## src/rtl/instr_fetch_unit.sv

```systemverilog
// Instruction fetch stage: owns the PC, issues single-cycle-latency reads and
// buffers returned words in a small shift FIFO whose slot 0 drives decode.
module instr_fetch_unit #(
    parameter logic [31:0] RESET_PC   = 32'h0000_0000,
    parameter int          FIFO_DEPTH = 2
) (
    input  logic        clk,
    input  logic        rst_n,
    output logic        imem_req,
    output logic [31:0] imem_addr,
    input  logic [31:0] imem_rdata,
    output logic [31:0] instr,
    output logic [31:0] instr_pc,
    output logic        instr_valid,
    input  logic        instr_ready,
    input  logic        redirect,
    input  logic [31:0] redirect_target
);
    localparam int CW = $clog2(FIFO_DEPTH) + 1;

    typedef enum logic {
        ST_IDLE = 1'b0,
        ST_RUN  = 1'b1
    } state_t;

    state_t      state_q, state_d;
    logic [31:0] pc_q, pc_d;
    logic        epoch_q, epoch_d;
    logic        inflight_q, inflight_d;
    logic        inflight_epoch_q, inflight_epoch_d;
    logic [31:0] inflight_pc_q, inflight_pc_d;
    logic [CW-1:0] count_q, count_d;
    logic        valid_q, valid_d;
    logic [31:0] fifo_instr_q [FIFO_DEPTH];
    logic [31:0] fifo_instr_d [FIFO_DEPTH];
    logic [31:0] fifo_pc_q [FIFO_DEPTH];
    logic [31:0] fifo_pc_d [FIFO_DEPTH];

    logic          pop_s;
    logic          push_s;
    logic          issue_s;
    logic [CW:0]   occ_s;
    logic [CW-1:0] wr_idx_s;
    logic          unused_tgt_bits_s;

    assign unused_tgt_bits_s = ^redirect_target[1:0];

    // Credit rule: a read may only issue if its response is guaranteed a slot.
    assign pop_s   = valid_q & instr_ready;
    assign occ_s   = (CW+1)'(count_q) + (CW+1)'(inflight_q) - (CW+1)'(pop_s);
    assign issue_s = (state_q == ST_RUN) & ~redirect & (occ_s < (CW+1)'(FIFO_DEPTH));
    assign push_s  = inflight_q & (inflight_epoch_q == epoch_q) & ~redirect;

    assign imem_req    = issue_s;
    assign imem_addr   = issue_s ? pc_q : 32'h0000_0000;
    assign instr       = fifo_instr_q[0];
    assign instr_pc    = fifo_pc_q[0];
    assign instr_valid = valid_q;

    // Next-state: FSM, PC/epoch update, in-flight tracking and FIFO shift/push.
    always_comb begin
        state_d          = state_q;
        pc_d             = pc_q;
        epoch_d          = epoch_q;
        inflight_d       = issue_s;
        inflight_epoch_d = epoch_q;
        inflight_pc_d    = inflight_pc_q;
        count_d          = count_q;
        wr_idx_s         = count_q;
        fifo_instr_d     = fifo_instr_q;
        fifo_pc_d        = fifo_pc_q;

        case (state_q)
            ST_IDLE: state_d = ST_RUN;
            ST_RUN:  state_d = ST_RUN;
            default: state_d = ST_IDLE;
        endcase

        if (redirect) begin
            pc_d    = {redirect_target[31:2], 2'b00};
            epoch_d = ~epoch_q;
        end else if (issue_s) begin
            pc_d          = pc_q + 32'd4;
            inflight_pc_d = pc_q;
        end else begin
            pc_d = pc_q;
        end

        // A flush wins over any pop or push in the same cycle.
        if (redirect) begin
            count_d = {CW{1'b0}};
        end else begin
            if (pop_s) begin
                for (int i = 0; i < FIFO_DEPTH - 1; i++) begin
                    fifo_instr_d[i] = fifo_instr_q[i+1];
                    fifo_pc_d[i]    = fifo_pc_q[i+1];
                end
                wr_idx_s = count_q - CW'(1);
            end else begin
                wr_idx_s = count_q;
            end
            if (push_s) begin
                for (int i = 0; i < FIFO_DEPTH; i++) begin
                    if (wr_idx_s == CW'(i)) begin
                        fifo_instr_d[i] = imem_rdata;
                        fifo_pc_d[i]    = inflight_pc_q;
                    end else begin
                        fifo_instr_d[i] = fifo_instr_d[i];
                    end
                end
            end else begin
                fifo_pc_d = fifo_pc_d;
            end
            count_d = count_q - CW'(pop_s) + CW'(push_s);
        end
        valid_d = (count_d != {CW{1'b0}});
    end

    // State registers; reset drops buffered entries and any in-flight read.
    always_ff @(posedge clk or negedge rst_n) begin
        if (!rst_n) begin
            state_q          <= ST_IDLE;
            pc_q             <= RESET_PC;
            epoch_q          <= 1'b0;
            inflight_q       <= 1'b0;
            inflight_epoch_q <= 1'b0;
            inflight_pc_q    <= 32'h0000_0000;
            count_q          <= {CW{1'b0}};
            valid_q          <= 1'b0;
            for (int i = 0; i < FIFO_DEPTH; i++) begin
                fifo_instr_q[i] <= 32'h0000_0000;
                fifo_pc_q[i]    <= 32'h0000_0000;
            end
        end else begin
            state_q          <= state_d;
            pc_q             <= pc_d;
            epoch_q          <= epoch_d;
            inflight_q       <= inflight_d;
            inflight_epoch_q <= inflight_epoch_d;
            inflight_pc_q    <= inflight_pc_d;
            count_q          <= count_d;
            valid_q          <= valid_d;
            fifo_instr_q     <= fifo_instr_d;
            fifo_pc_q        <= fifo_pc_d;
        end
    end

    instr_fetch_unit_chk #(.DEPTH(FIFO_DEPTH), .CW(CW)) u_chk (
        .clk   (clk),
        .rst_n (rst_n),
        .push  (push_s),
        .pop   (pop_s & ~redirect),
        .count (count_q)
    );
endmodule

// FIFO occupancy invariants for the fetch buffer.
module instr_fetch_unit_chk #(
    parameter int DEPTH = 2,
    parameter int CW    = 2
) (
    input logic          clk,
    input logic          rst_n,
    input logic          push,
    input logic          pop,
    input logic [CW-1:0] count
);
    a_push_room: assert property (@(posedge clk) disable iff (!rst_n)
        push |-> ((count < CW'(DEPTH)) || pop));
    a_count_max: assert property (@(posedge clk) disable iff (!rst_n)
        count <= CW'(DEPTH));
endmodule

```

## config.mk

```make
export PLATFORM = sky130hd
export DESIGN_NAME = instr_fetch_unit
export DESIGN_NICKNAME = d
export VERILOG_FILES = /design/src/rtl/instr_fetch_unit.sv
export SDC_FILE = /design/constraint.sdc
export NUM_CORES = 1
export LEC_CHECK = 0
export BUFFER_PORTS_ARGS = -buffer_cell sky130_fd_sc_hd__buf_2
export CAP_MARGIN = 20
export CORE_MARGIN = 2
export CORE_UTILIZATION = 45
export CTS_CLUSTER_DIAMETER = 50
export DETAILED_ROUTE_END_ITERATION = 12
export PLACE_DENSITY = 0.71
export SYNTH_ARGS = -nofsm -noshare
export SYNTH_HDL_FRONTEND = slang
export SYNTH_HIERARCHICAL = 1
export SYNTH_SLANG_ARGS = --single-unit
```

## constraint.sdc

```tcl
create_clock -name clk -period 3.25 [get_ports clk]
set_input_delay 0.1625 -clock clk [delete_from_list [all_inputs] [get_ports clk]]
set_output_delay 0.1625 -clock clk [all_outputs]
set_load 0.05 [all_outputs]
```

# Word-level counts from Yosys, hierarchy flattened
# Index checks and enable logic that the tools add are counted.
[op_classes] n_addsub=6 order_cmp=1 n_eq_ne=2 muxes=14 bitwise_logic=7 reduce_logical=5
[op_table] op="$mux 32" n=9
[op_table] op="$mux 64" n=2
[op_table] op="$add 32x3->32 const B" n=1
[op_table] op="$mux 2" n=3
[op_table] op="$and 1x1->1" n=5
[op_table] op="$reduce_bool 2->1" n=2
[op_table] op="$add 2x1->3" n=1
[op_table] op="$lt 3x2->1 const B" n=1
[op_table] op="$reduce_and 3->1" n=1
[op_table] op="$sub 3x1->3" n=1
[op_table] op="$add 2x1->2" n=1
[op_table] op="$eq 2x1->1 const B" n=1
[op_table] op="$logic_not 2->1" n=1
[op_table] op="$not 1->1" n=2
[op_table] op="$reduce_and 2->1" n=1
[op_table] op="$sub 2x1->2" n=1
[op_table] op="$sub 2x1->2 const B" n=1
[op_table] op="$eq 1x1->1" n=1
[word_totals] reg_bits=199

# Logic depth before layout (Yosys ltp)
# Gate-level depths: netlist of the first run.
[logic_depth] depth_word=6 depth_mapped=11

# Worst setup path after synthesis of the first run
# No wires, ideal clock.
[synth_timing] path_kind="register to register" from="register valid_q, in the netlist instr_valid" to="register pc_q[25]" setup_ns=0.126 arrival_time_ns=3.215 t_required_ns=3.124 setup_slack_ns=-0.091 stages_incl_launch_ff=10 path_buffers=1 period_less_slack_ns=3.341 path_cell_list="dfrtp_1 -> a21bo_2 -> a21bo_2 -> fa_1 -> xor2_2 -> or3_1 -> buf_6 -> nor2_1 -> nand4_1 -> mux2i_1"
[synth_via] elab_chain_cells=5
[synth_lines] item="start: declaration" line_no="33" text="logic valid_q, valid_d;"
[synth_lines] item="start signal: assignment" line_no="142" text="valid_q <= valid_d;"
[synth_lines] item="$and 1x1->1" line_no="49" text="assign pop_s = valid_q & instr_ready;"
[synth_lines] item="$sub 3x1->3" line_no="50" text="assign occ_s = (CW+1)'(count_q) + (CW+1)'(inflight_q) - (CW+1)'(pop_s);"
[synth_lines] item="$lt 3x2->1" line_no="51" text="assign issue_s = (state_q == ST_RUN) & ~redirect & (occ_s < (CW+1)'(FIFO_DEPTH));"
[synth_lines] item="$and 1x1->1" line_no="51"
[synth_lines] item="$reduce_bool 2->1 (no source line)"
[synth_lines] item="end signal: assignment" line_no="136" text="pc_q <= pc_d;"
[synth_lines] item="end: declaration" line_no="27" text="logic [31:0] pc_q, pc_d;"
# No other way between the ends.
# A chain may end at the register's enable or synchronous reset.

# Worst setup path in the final report of the first run
[layout_timing] from="register count_q[0]" to="output port imem_addr[22]"
[layout_via] elab_chain_cells=5
[layout_lines] item="start: declaration" line_no="32" text="logic [CW-1:0] count_q, count_d;"
[layout_lines] item="start signal: assignment" line_no="128" text="count_q <= {CW{1'b0}};"
[layout_lines] item="start signal: assignment" line_no="141" text="count_q <= count_d;"
[layout_lines] item="$add 2x1->3" line_no="50"
[layout_lines] item="$sub 3x1->3" line_no="50"
[layout_lines] item="$lt 3x2->1" line_no="51"
[layout_lines] item="$and 1x1->1" line_no="51"
[layout_lines] item="$mux 32" line_no="55" text="assign imem_addr = issue_s ? pc_q : 32'h0000_0000;"
[layout_lines] item="end: declaration" line_no="10" text="output logic [31:0] imem_addr,"
# No other way between the ends.

==> results.md, run 1 <==
* Outcome: finished, final reports clean
* Chip width at 144.8 um
* Clock H-tree levels at 4
* CTS Root Cell: clkbuf_16
* Standard-cell rows at 51
* Final HPWL DP at 13020 um
* CTS tree: done
* Post-Syn Area at 0.008919 sq mm
* Gr usage total at 20.51%
* Max cap viols at 0
* Fillers at 1670
* Slew Viols, Final at 0
* Post-route ant nets at 0
* Die footprint at 0.02096 sq mm
* Post-Place Cells at 1185
* Asr flop ratio synth at 100.0%
* Sequential area share after synthesis at 54.15%
* Top cells by area, synth: dfrtp_1 54%, mux2_2 8.1%, nand2_1 6.8%
* Hold crit path type: input pin to register
* CTS Sinks at 193
* Global-route wire length before repair at 33200 um
* Initial DRT Pass Iterations at 4
* Top-area cell type share of the netlist area at 54.15%
* Gpl congestion at 0.7954
* RSZ-0062 raised after global routing: yes
* Mapped Avg Cell Area at 10.41 sq um
* Simple-Gate Fraction of Synth Area at 15.77%
* Setup Fix Bufs, Post-CTS at 0
* N_diodes at 0
* DR vias at 6493
* Peak supply drop at 0.0004497 V
* Worst Setup End Kind: primary output
* Largest family of logic cells by synthesized area: simple AND/OR/NAND/NOR gates
* PwrDens at 916.5 mW/mm^2
* Xor/xnor share of the synthesized area at 2.932%
* Share of layout cells above drive strength 1 at 29.06%
* Final WL at 20490 um
* Layout Cells excl Fill at 1280
* Mux share of post-synthesis cell area at 8.418%
* Period utilization at 97.30%
* Worst-path clk slew at 70 ps
* Synth area leader: dfrtp_1
* Routed wire length per instance at 16.01 um
* Vias in the first global route at 6354
* Adder-cell share of the synthesized area at 0.6453%
* CP required at 3090 ps
* Initial antenna violation count at 0
* Synth top cells by count: 193 x dfrtp_1, 162 x nand2_1, 72 x nor2_1
* Worst-margin pin slew at 767.6 ps
* EDFF count, synth at 0
* Total congestion overflow at 0
* Leakage Power at 5.173 nW
* Via density per instance at 5.073
* Iter 0 DRT Violations at 302
* # nets final at 1074
* Critical path class: register to primary output
* Largest net degree at the start of global routing at 97
* Hold slack at 54.30 ps
* Syn Inst Count at 857
* Worst slew margin at 48.83%
* Total CTS buffers at 17
* Max frequency at 316.2 MHz
* Post-synthesis compound-gate area fraction at 9.428%
* Setup violators final at 0
* Clk_lat worst skew at 430 ps
* Skew final at 8.476 ps
* Initial core utilization at 45.82%
* Synth-to-layout area growth at 22.12%
* Top_reg_cell synth: dfrtp_1
* Tmin final at 3162 ps
* Most common cell in the netlist: dfrtp_1
* IO Count at 166
* CP Max Fanout at 15
* CTS Buffer Depth at 2
* Synth warn at 6
* I/O Buffers at 161
* Post-route DRC at 0
* Die Y-Extent at 144.8 um
* CP arrival at 3000 ps
* R2R setup slack at 540 ps
* Yosys reg bits at 193
* Critical Path Start Type: register
* Distinct cells, synth at 43
* Final hold vios at 0
* Total core area at 0.01946 sq mm
registers in the layout (all words and copies together) (netlist names):
| signal | cells |
|---|---|
| inflight_pc_q | 30 |
| instr | 32 |
| pc_q | 30 |
| inflight_q | 1 |
| count_q | 2 |
| fifo_instr_q | 32 |
| state_q | 1 |
| epoch_q | 1 |
| fifo_pc_q | 30 |
| instr_valid | 1 |
| instr_pc | 32 |
| inflight_epoch_q | 1 |
logic make-up (layout without fill, tap and decap cells):
kind of cell,after synthesis,after routing
xor gates and xnor gates,29,29
and+or+nand+nor,312,312
muxes,67,67
DFF,193,193
other,2,3
buffers and inverters,123,280
adders and majority gates,4,4
AOI/OAI and AO/OA,127,127
cell usage in the layout (no fill, tap or decap), types with 20 or more instances in the layout:
| cell type | n |
|---|---|
| nor2_1 | 67 |
| dfrtp_1 | 192 |
| mux2_2 | 64 |
| and2_1 | 26 |
| a31oi_1 | 62 |
| buf_4 | 20 |
| a21o_1 | 30 |
| nand2_1 | 162 |
| dlygate4sd3_1 | 62 |
| buf_2 | 130 |
area by class of cell:
type                       count  area (sq um)  share of cell area (%)
inverter                       8         35.03                  0.3217
clock buffer                  17         425.4                   3.906
clock inverter                15         191.4                   1.758
sequential                   193          4831                   44.35
tap                          265         331.6                   3.044
timing repair inverter         1         8.758                 0.08041
multi-input combinational    542          3387                   31.10
timing repair buffer         239          1682                   15.44
routing by layer:
metal / track usage [%] / up-vias / routed length, um
met5: 0 / - / 0
met4: 4.957 / 0 / 206
met3: 5.133 / 14 / 1100
met2: 33.61 / 182 / 9716
met1: 27.49 / 3185 / 9467
li1: - / 3112 / -
worst paths after layout:
check,startpoint,endpoint,cells past startpoint
worst max-delay path,count_q[0]$_DFF_PN0_,imem_addr[22],8
worst min-delay path,redirect_target[25],pc_q[25]$_DFFE_PN0P_,3
worst max register to register,count_q[0]$_DFF_PN0_,pc_q[25]$_DFFE_PN0P_,9
worst min register to register,epoch_q$_DFFE_PN0P_,inflight_epoch_q$_DFF_PN0_,0
max in group asynchronous,rst_n,instr[0]$_DFFE_PN0N_,3
min in group asynchronous,rst_n,instr[12]$_DFFE_PN0N_,2
worst max-delay path: stages, from the launching register on:
cell and delay, ps:
dfrtp_2 450, nand3b_1 220, a21bo_2 230, fa_1 400
xor2_2 200, or3_4 460, clkinv_4 170, and2_1 200
clkbuf_4 250
metrics by stage:
stage	setup slack [ps]	util (%)	cell area, sq um	TNS (ps)	power, W
finish	87.76	55.96	10890	0	0.009983
global route	-47.37	55.96	10890	-224.6	0.01060
CTS	18.60	55.43	10790	0	0.01004
detailed placement	229.1	48.87	9510	0	0.007758
global placement	275.7	48.87	9510	0	0.007649
floorplan	63.26	-	8925	0	0.007352
report_power, final:
part / total, W / internal (W) / switching [W] / leakage (nW)
clock: 0.00218 / 0.00118 / 0.00101 / 0.297
sequential: 0.00381 / 0.00328 / 0.000535 / 2.44
combinational: 0.00398 / 0.00122 / 0.00277 / 2.43
repair_timing:
action	CTS	global route
gates cloned	1	0
endpoints found under the hold margin	179	0
gates resized for setup	12	43
endpoints found under the setup margin	31	30
hold buffers	62	0
Note: power is estimated with default switching activity, not from simulation.
==> run 2: changes to the inputs <==
- CORE_UTILIZATION: 45 -> 52
- PLACE_DENSITY: 0.71 -> 0.79
- SYNTH_HIERARCHICAL: 1 -> not set
- TNS_END_PERCENT: not set -> 30
==> run 2 against run 1 <==
  * Non-clock buffer count is 3 lower
  * Worst setup slack better by 70 ps
  * Clock skew is 1.9 ps higher
  * Final cell count is 3.8% lower
  * Area after synthesis stayed put
  * Highest routed layer unchanged
  * Largest cell class unchanged
  * Register-to-register slack better by 60 ps
  * Flip-flop and latch count stayed put
==> results.md, run 2 <==
* Outcome: finished, final reports clean (unchanged)
* Final WL at 20440 um (was 20490 um)
* Top_reg_cell synth: dfrtp_1 (unchanged)
* Most common cell in the netlist: dfrtp_1 (unchanged)
* Worst-path clk slew at 70 ps (about the same)
* Chip width at 135.0 um (was 144.8 um)
* Buf/Inv on CP at 2 (unchanged)
* Leakage Power at 5.193 nW (was 5.173 nW)
* Peak supply drop at 0.0005503 V (was 0.0004497 V)
* Total core area at 0.01670 sq mm (was 0.01946 sq mm)
* I/O Buffers at 161 (unchanged)
* Layout Cells excl Fill at 1232 (was 1280)
* Total power at 0.01009 W (was 0.009983 W)
* Top-area cell type share of the netlist area at 54.15% (unchanged)
* Distinct cells, synth at 43 (unchanged)
* Asr flop ratio synth at 100.0% (unchanged)
* Setup violators final at 0 (unchanged)
* Critical Path Start Type: register (unchanged)
* Post-route DRC at 0 (unchanged)
* DP Worst Slack at 283.2 ps (was 229.1 ps)
* Synth warn at 0 (was 6)
* Clock H-tree levels at 4 (unchanged)
* Gpl congestion at 0.7814 (was 0.7954)
* Worst-margin pin slew at 990.0 ps (was 767.6 ps)
* Sequential area share after synthesis at 54.15% (unchanged)
* CTS Sinks at 193 (unchanged)
* Share of layout cells above drive strength 1 at 28.85% (was 29.06%)
* Die footprint at 0.01821 sq mm (was 0.02096 sq mm)
* EDFF count, synth at 0 (unchanged)
* Period utilization at 95.15% (was 97.30%)
* Mapped Avg Cell Area at 10.41 sq um (unchanged)
* # nets final at 1071 (was 1074)
* Die Y-Extent at 135.0 um (was 144.8 um)
* Max frequency at 323.4 MHz (was 316.2 MHz)
* RSZ-0062 raised after global routing: no (was yes)
* N_diodes at 0 (unchanged)
* Fillers at 1299 (was 1670)
* Total congestion overflow at 0 (unchanged)
* Tmin final at 3092 ps (was 3162 ps)
* Hold crit path type: input pin to register (unchanged)
* Largest net degree at the start of global routing at 103 (was 97)
* Synth top cells by count: 193 x dfrtp_1, 162 x nand2_1, 72 x nor2_1 (unchanged)
* Yosys reg bits at 193 (unchanged)
* Crit-path slowest cell: fa_1 (was or3_4)
* CTS tree: done (unchanged)
* Global-route wire length before repair at 33590 um (was 33200 um)
* Post-Place Cells at 1138 (was 1185)
* Hold slack at 19.99 ps (was 54.30 ps)
* Critical path class: register to primary output (unchanged)
* CP required at 3090 ps (about the same)
* Post-Syn Area at 0.008919 sq mm (unchanged)
* Clk_lat worst skew at 420 ps (was 430 ps)
* Cell Chain, Critical Path: nand3b_1, a21bo_2, fa_1, nand2_2, or3_4, clkinv_4, and2_1, buf_4 (was nand3b_1, a21bo_2, fa_1, xor2_2, or3_4, clkinv_4, and2_1, clkbuf_4)
* Synth area leader: dfrtp_1 (unchanged)
* Slew Viols, Final at 0 (unchanged)
* Via density per instance at 5.347 (was 5.073)
* Most frequent cells in the layout: 192 x dfrtp_1, 161 x nand2_1, 130 x buf_2 (was 192 x dfrtp_1, 162 x nand2_1, 130 x buf_2)
* Initial antenna violation count at 0 (unchanged)
* Initial DRT Pass Iterations at 5 (was 4)
* CP top delay family: simple AND/OR/NAND/NOR gates (unchanged)
* CTS Root Cell: clkbuf_16 (unchanged)
* Initial core utilization at 53.40% (was 45.82%)
* Skew final at 10.37 ps (was 8.476 ps)
* Iter 0 DRT Violations at 386 (was 302)
* Most common cell after layout, fill and taps aside: dfrtp_1 (unchanged)
* Top cells by area, synth: dfrtp_1 54%, mux2_2 8.1%, nand2_1 6.8% (unchanged)
* Total CTS buffers at 17 (unchanged)
* IO Count at 166 (unchanged)
* Final worst slack at 157.8 ps (was 87.76 ps)
* Worst Setup End Kind: primary output (unchanged)
* Worst slew margin at 34.00% (was 48.83%)
* Vias in the first global route at 6712 (was 6354)
* CP Max Fanout at 15 (unchanged)
* CP arrival at 2930 ps (was 3000 ps)
* Setup TNS at 0 ps (unchanged)
* Synth-to-layout area growth at 21.68% (was 22.12%)
* Gr usage total at 23.45% (was 20.51%)
* Routed wire length per instance at 16.59 um (was 16.01 um)
* Final hold vios at 0 (unchanged)
* Setup Fix Bufs, Post-CTS at 0 (unchanged)
* Standard-cell rows at 47 (was 51)
* Post-route ant nets at 0 (unchanged)
* Syn Inst Count at 857 (unchanged)
* DR vias at 6588 (was 6493)
* CTS Buffer Depth at 2 (unchanged)
* Final HPWL DP at 12370 um (was 13020 um)
* Max cap viols at 0 (unchanged)
* PwrDens at 930.1 mW/mm^2 (was 916.5 mW/mm^2)
* Critical Path Max Stage Delay at 500 ps (was 460 ps)
==> run 2: cell counts after synthesis <==
No cell type changed its count.
==> run 2: per-stage QoR <==
step                cell area, sq um  util, %
floorplan                       8925        -
global placement                9452    56.59
detailed placement              9452    56.59
CTS                            10790    64.58
global route                   10850    64.98
finish                         10850    64.98
==> run 2: area by class of cell <==
| cell class | count | area [sq um] | area share, % |
|---|---|---|---|
| clock buffer | 21 | 470.5 | 4.335 |
| clock inverter | 11 | 173.9 | 1.603 |
| inverter | 8 | 35.03 | 0.3228 |
| multi-input combinational | 542 | 3383 | 31.18 |
| sequential | 193 | 4831 | 44.52 |
| tap | 220 | 275.3 | 2.537 |
| timing repair buffer | 236 | 1674 | 15.43 |
| timing repair inverter | 1 | 8.758 | 0.08071 |
==> run 2: logic make-up after synthesis <==
family	count (synthesis)	synth area share, %
compound gates	127	9.428
xor+xnor	29	2.932
fa+ha+maj	4	0.6454
buf+inv	123	8.572
flops	193	54.15
mux	67	8.418
other cells	2	0.08421
simple gates	312	15.77
==> run 2: worst paths after layout <==
kind,start,endpoint,slack (ps),cells after the start
max reg2reg,count_q[0]$_DFF_PN0_,pc_q[15]$_DFFE_PN0P_,600,9
min in group asynchronous,rst_n,instr[5]$_DFFE_PN0N_,370,2
min,imem_rdata[19],fifo_instr_q[19]$_DFFE_PN0P_,20,2
max in group asynchronous,rst_n,fifo_pc_q[25]$_DFFE_PN0P_,2000,3
min reg2reg,epoch_q$_DFFE_PN0P_,inflight_epoch_q$_DFF_PN0_,440,0
max,count_q[0]$_DFF_PN0_,imem_addr[12],160,8
==> run 2: worst register-to-register path: stages (launching register included) <==
cell,delay [ps]
dfrtp_2,450
nand3b_1,220
a21bo_2,220
fa_1,400
xor2_2,200
nor4_2,390
buf_4,250
nand3_1,120
xor2_1,170
o21ai_0,170
==> run 2: what timing repair did <==
| item | CTS | global route |
|---|---|---|
| gates resized for setup | 31 | 18 |
| hold endpoints to repair | 179 | 0 |
| gates cloned | 0 | 1 |
| pin swaps | 0 | 1 |
| setup endpoints to repair | 31 | 30 |
| hold buffers | 61 | 0 |
==> run 2: where the power goes <==
part	internal, W	switching [W]	leakage, nW
Combinational	0.00123	0.00278	2.43
Clock	0.00136	0.000909	0.318
Sequential	0.00328	0.000534	2.44
Total	0.00587	0.00422	5.19
==> run 2: routing by layer <==
metal / wire length, um / vias up / global-route usage [%]
li1: - / 3113 / -
met5: 0 / - / 0
met1: 8793 / 3249 / 29.86
met3: 1306 / 22 / 6.119
met2: 10030 / 204 / 39.71
met4: 306 / 0 / 6.829
==> run 3: changes to the inputs <==
- CORE_ASPECT_RATIO: not set -> 1.5
- CORE_UTILIZATION: 52 -> 44
- PLACE_DENSITY: 0.79 -> 0.7
- RECOVER_POWER: not set -> 50
==> run 3 against run 2 <==
  * The run now ends with max-capacitance violations, max-slew violations left
  * Final area fell by 0.13%
  * Final cell count up 3.5%
  * Sequential power is essentially flat
  * Wire length up 0.40%
  * Via count down 1.6%
  * Sequential share of layout area rose by 0.057 points
  * First-iteration DRC count fell by 16%
  * Count of clock-buffer cells in the layout unchanged
  * Clock power hardly changed
  * Maximum frequency decreased by 1.4%
  * Global-route usage decreased by 3.6 points
  * Register-to-register slack worse by 80 ps
  * Critical path type unchanged
==> results.md, run 3 (synthesis gave the netlist of run 2 again) <==
* Period utilization at 96.48% (was 95.15%)
* Vias in the first global route at 6426 (was 6712)
* Outcome: finished with violations (was finished, final reports clean)
* IO Count at 166 (unchanged)
* Worst Setup End Kind: primary output (unchanged)
* Failing checks: max-capacitance violations, max-slew violations
* Peak supply drop at 0.0004345 V (was 0.0005503 V)
* Layout Cells excl Fill at 1275 (was 1232)
* Routed wire length per instance at 16.09 um (was 16.59 um)
* Chip width at 120.2 um (was 135.0 um)
* Initial DRT Pass Iterations at 4 (was 5)
* CP required at 3090 ps (about the same)
* CTS Sinks at 193 (unchanged)
* Setup violators final at 0 (unchanged)
* Via density per instance at 5.086 (was 5.347)
* Setup TNS at 0 ps (unchanged)
* Initial core utilization at 44.90% (was 53.40%)
* Worst slew margin at -35.40% (was 34.00%)
* Tmin final at 3135 ps (was 3092 ps)
* # nets final at 1076 (was 1071)
* Max frequency at 318.9 MHz (was 323.4 MHz)
* Initial antenna violation count at 0 (unchanged)
* Multi-input logic area at 0.003376 sq mm (was 0.003383 sq mm)
* Setup Fix Bufs, Post-CTS at 0 (unchanged)
* Most frequent cells in the layout: 192 x dfrtp_1, 162 x nand2_1, 67 x nor2_1 (was 192 x dfrtp_1, 161 x nand2_1, 130 x buf_2)
* Synth-to-layout area growth at 21.52% (was 21.68%)
* CTS tree: done (unchanged)
* Critical Path Start Type: register (unchanged)
* RSZ-0062 raised after global routing: yes (was no)
* PwrDens at 922.2 mW/mm^2 (was 930.1 mW/mm^2)
* Critical path class: register to primary output (unchanged)
* Post-route DRC at 0 (unchanged)
* CP Max Fanout at 15 (unchanged)
* Share of layout cells above drive strength 1 at 22.66% (was 28.85%)
* Max cap viols at 1 (was 0)
* Clk_lat worst skew at 430 ps (was 420 ps)
* Final WL at 20520 um (was 20440 um)
* Clock H-tree levels at 4 (unchanged)
* Gr usage total at 19.83% (was 23.45%)
* CTS Root Cell: clkbuf_16 (unchanged)
* Most common cell after layout, fill and taps aside: dfrtp_1 (unchanged)
* Worst-path clk slew at 60 ps (was 70 ps)
* Leakage Power at 5.012 nW (was 5.193 nW)
* I/O Buffers at 161 (unchanged)
* Gpl congestion at 0.7778 (was 0.7814)
* CP arrival at 2970 ps (was 2930 ps)
* Seq. cell area at 0.004831 sq mm (unchanged)
* Total core area at 0.01986 sq mm (was 0.01670 sq mm)
* Iter 0 DRT Violations at 326 (was 386)
* N_diodes at 0 (unchanged)
* Global-route wire length before repair at 33040 um (was 33590 um)
* Slew Viols, Final at 80 (was 0)
* Final HPWL DP at 13050 um (was 12370 um)
* Fillers at 1772 (was 1299)
* Worst-margin pin slew at 2031 ps (was 990.0 ps)
* Total CTS buffers at 17 (unchanged)
* Post-route ant nets at 0 (unchanged)
* Standard-cell rows at 63 (was 47)
* Largest net degree at the start of global routing at 81 (was 103)
* Die Y-Extent at 178.4 um (was 135.0 um)
* Post-Place Cells at 1182 (was 1138)
* DR vias at 6485 (was 6588)
* Final hold vios at 0 (unchanged)
* CTS Buffer Depth at 2 (unchanged)
* Hold crit path type: input pin to register (unchanged)
* Total congestion overflow at 0 (unchanged)
* Total power at 0.009994 W (was 0.01009 W)
* Skew final at 8.815 ps (was 10.37 ps)
* Die footprint at 0.02145 sq mm (was 0.01821 sq mm)
==> run 3: changes by cell type in the layout (fill, tap and decap cells not counted), sizes merged <==
| cell | change |
|---|---|
| buf | -74 |
| clkinvlp | +1 |
| inv | -4 |
| dlygate4sd3 | +1 |
| clkbuf | +78 |
| clkinv | +1 |
==> run 3: cell type report <==
| class | instances | area share [%] |
|---|---|---|
| sequential | 193 | 44.57 |
| multi-input combinational | 542 | 31.15 |
| timing repair buffer | 241 | 15.01 |
| clock buffer | 21 | 4.433 |
| tap | 260 | 3.002 |
| clock inverter | 9 | 1.432 |
| inverter | 8 | 0.3233 |
| timing repair inverter | 1 | 0.08081 |
==> run 3: metal layers <==
layer	global-route usage (%)	vias to the layer above	wire, um
li1	-	3122	-
met1	24.23	3182	8746
met2	34.59	152	10640
met3	3.836	29	682
met4	7.655	0	455
met5	0	-	0
==> run 3: timing repair <==
action,in CTS,in global routing
endpoints found under the hold margin,170,0
cloned,1,0
hold buffers,62,0
resized for setup,11,45
setup endpoints to repair,31,29
==> run 3: path summary, 6_finish.rpt <==
path	from	to	slack (ps)	depth (start not counted)
worst max-delay path	count_q[0]$_DFF_PN0_	imem_addr[12]	110	8
worst min-delay path	redirect	count_q[0]$_DFF_PN0_	20	2
worst max register to register	count_q[0]$_DFF_PN0_	pc_q[25]$_DFFE_PN0P_	520	9
worst min register to register	epoch_q$_DFFE_PN0P_	inflight_epoch_q$_DFF_PN0_	460	0
max in group asynchronous	rst_n	inflight_pc_q[14]$_DFFE_PN0P_	960	3
min in group asynchronous	rst_n	fifo_pc_q[7]$_DFFE_PN0P_	820	2
==> run 3: report_power, final <==
group | leakage (nW) | internal [W] | switching, W
clock network | 0.311 | 0.00136 | 0.000901
logic | 2.26 | 0.00112 | 0.00277
registers | 2.44 | 0.00328 | 0.000555
==> run 3: through the flow <==
stage	worst slack [ps]	hold slack (ps)	cell area, sq um	utilization (%)
2_1_floorplan	63.26	-133.1	8925	-
3_3_place_gp	327.1	229.0	9544	48.05
3_5_place_dp	240.2	237.5	9544	48.05
4_1_cts	11.92	0.6007	10840	54.57
5_1_grt	-17.55	15.86	10840	54.56
6_report	114.5	19.04	10840	54.56
==> run 3: critical path: stages (launching register included) <==
cell,delay (ps)
dfrtp_2,450
nand3b_1,220
a21bo_2,230
fa_1,400
xor2_2,200
or3_4,460
clkinv_4,150
and2_1,180
clkbuf_4,240
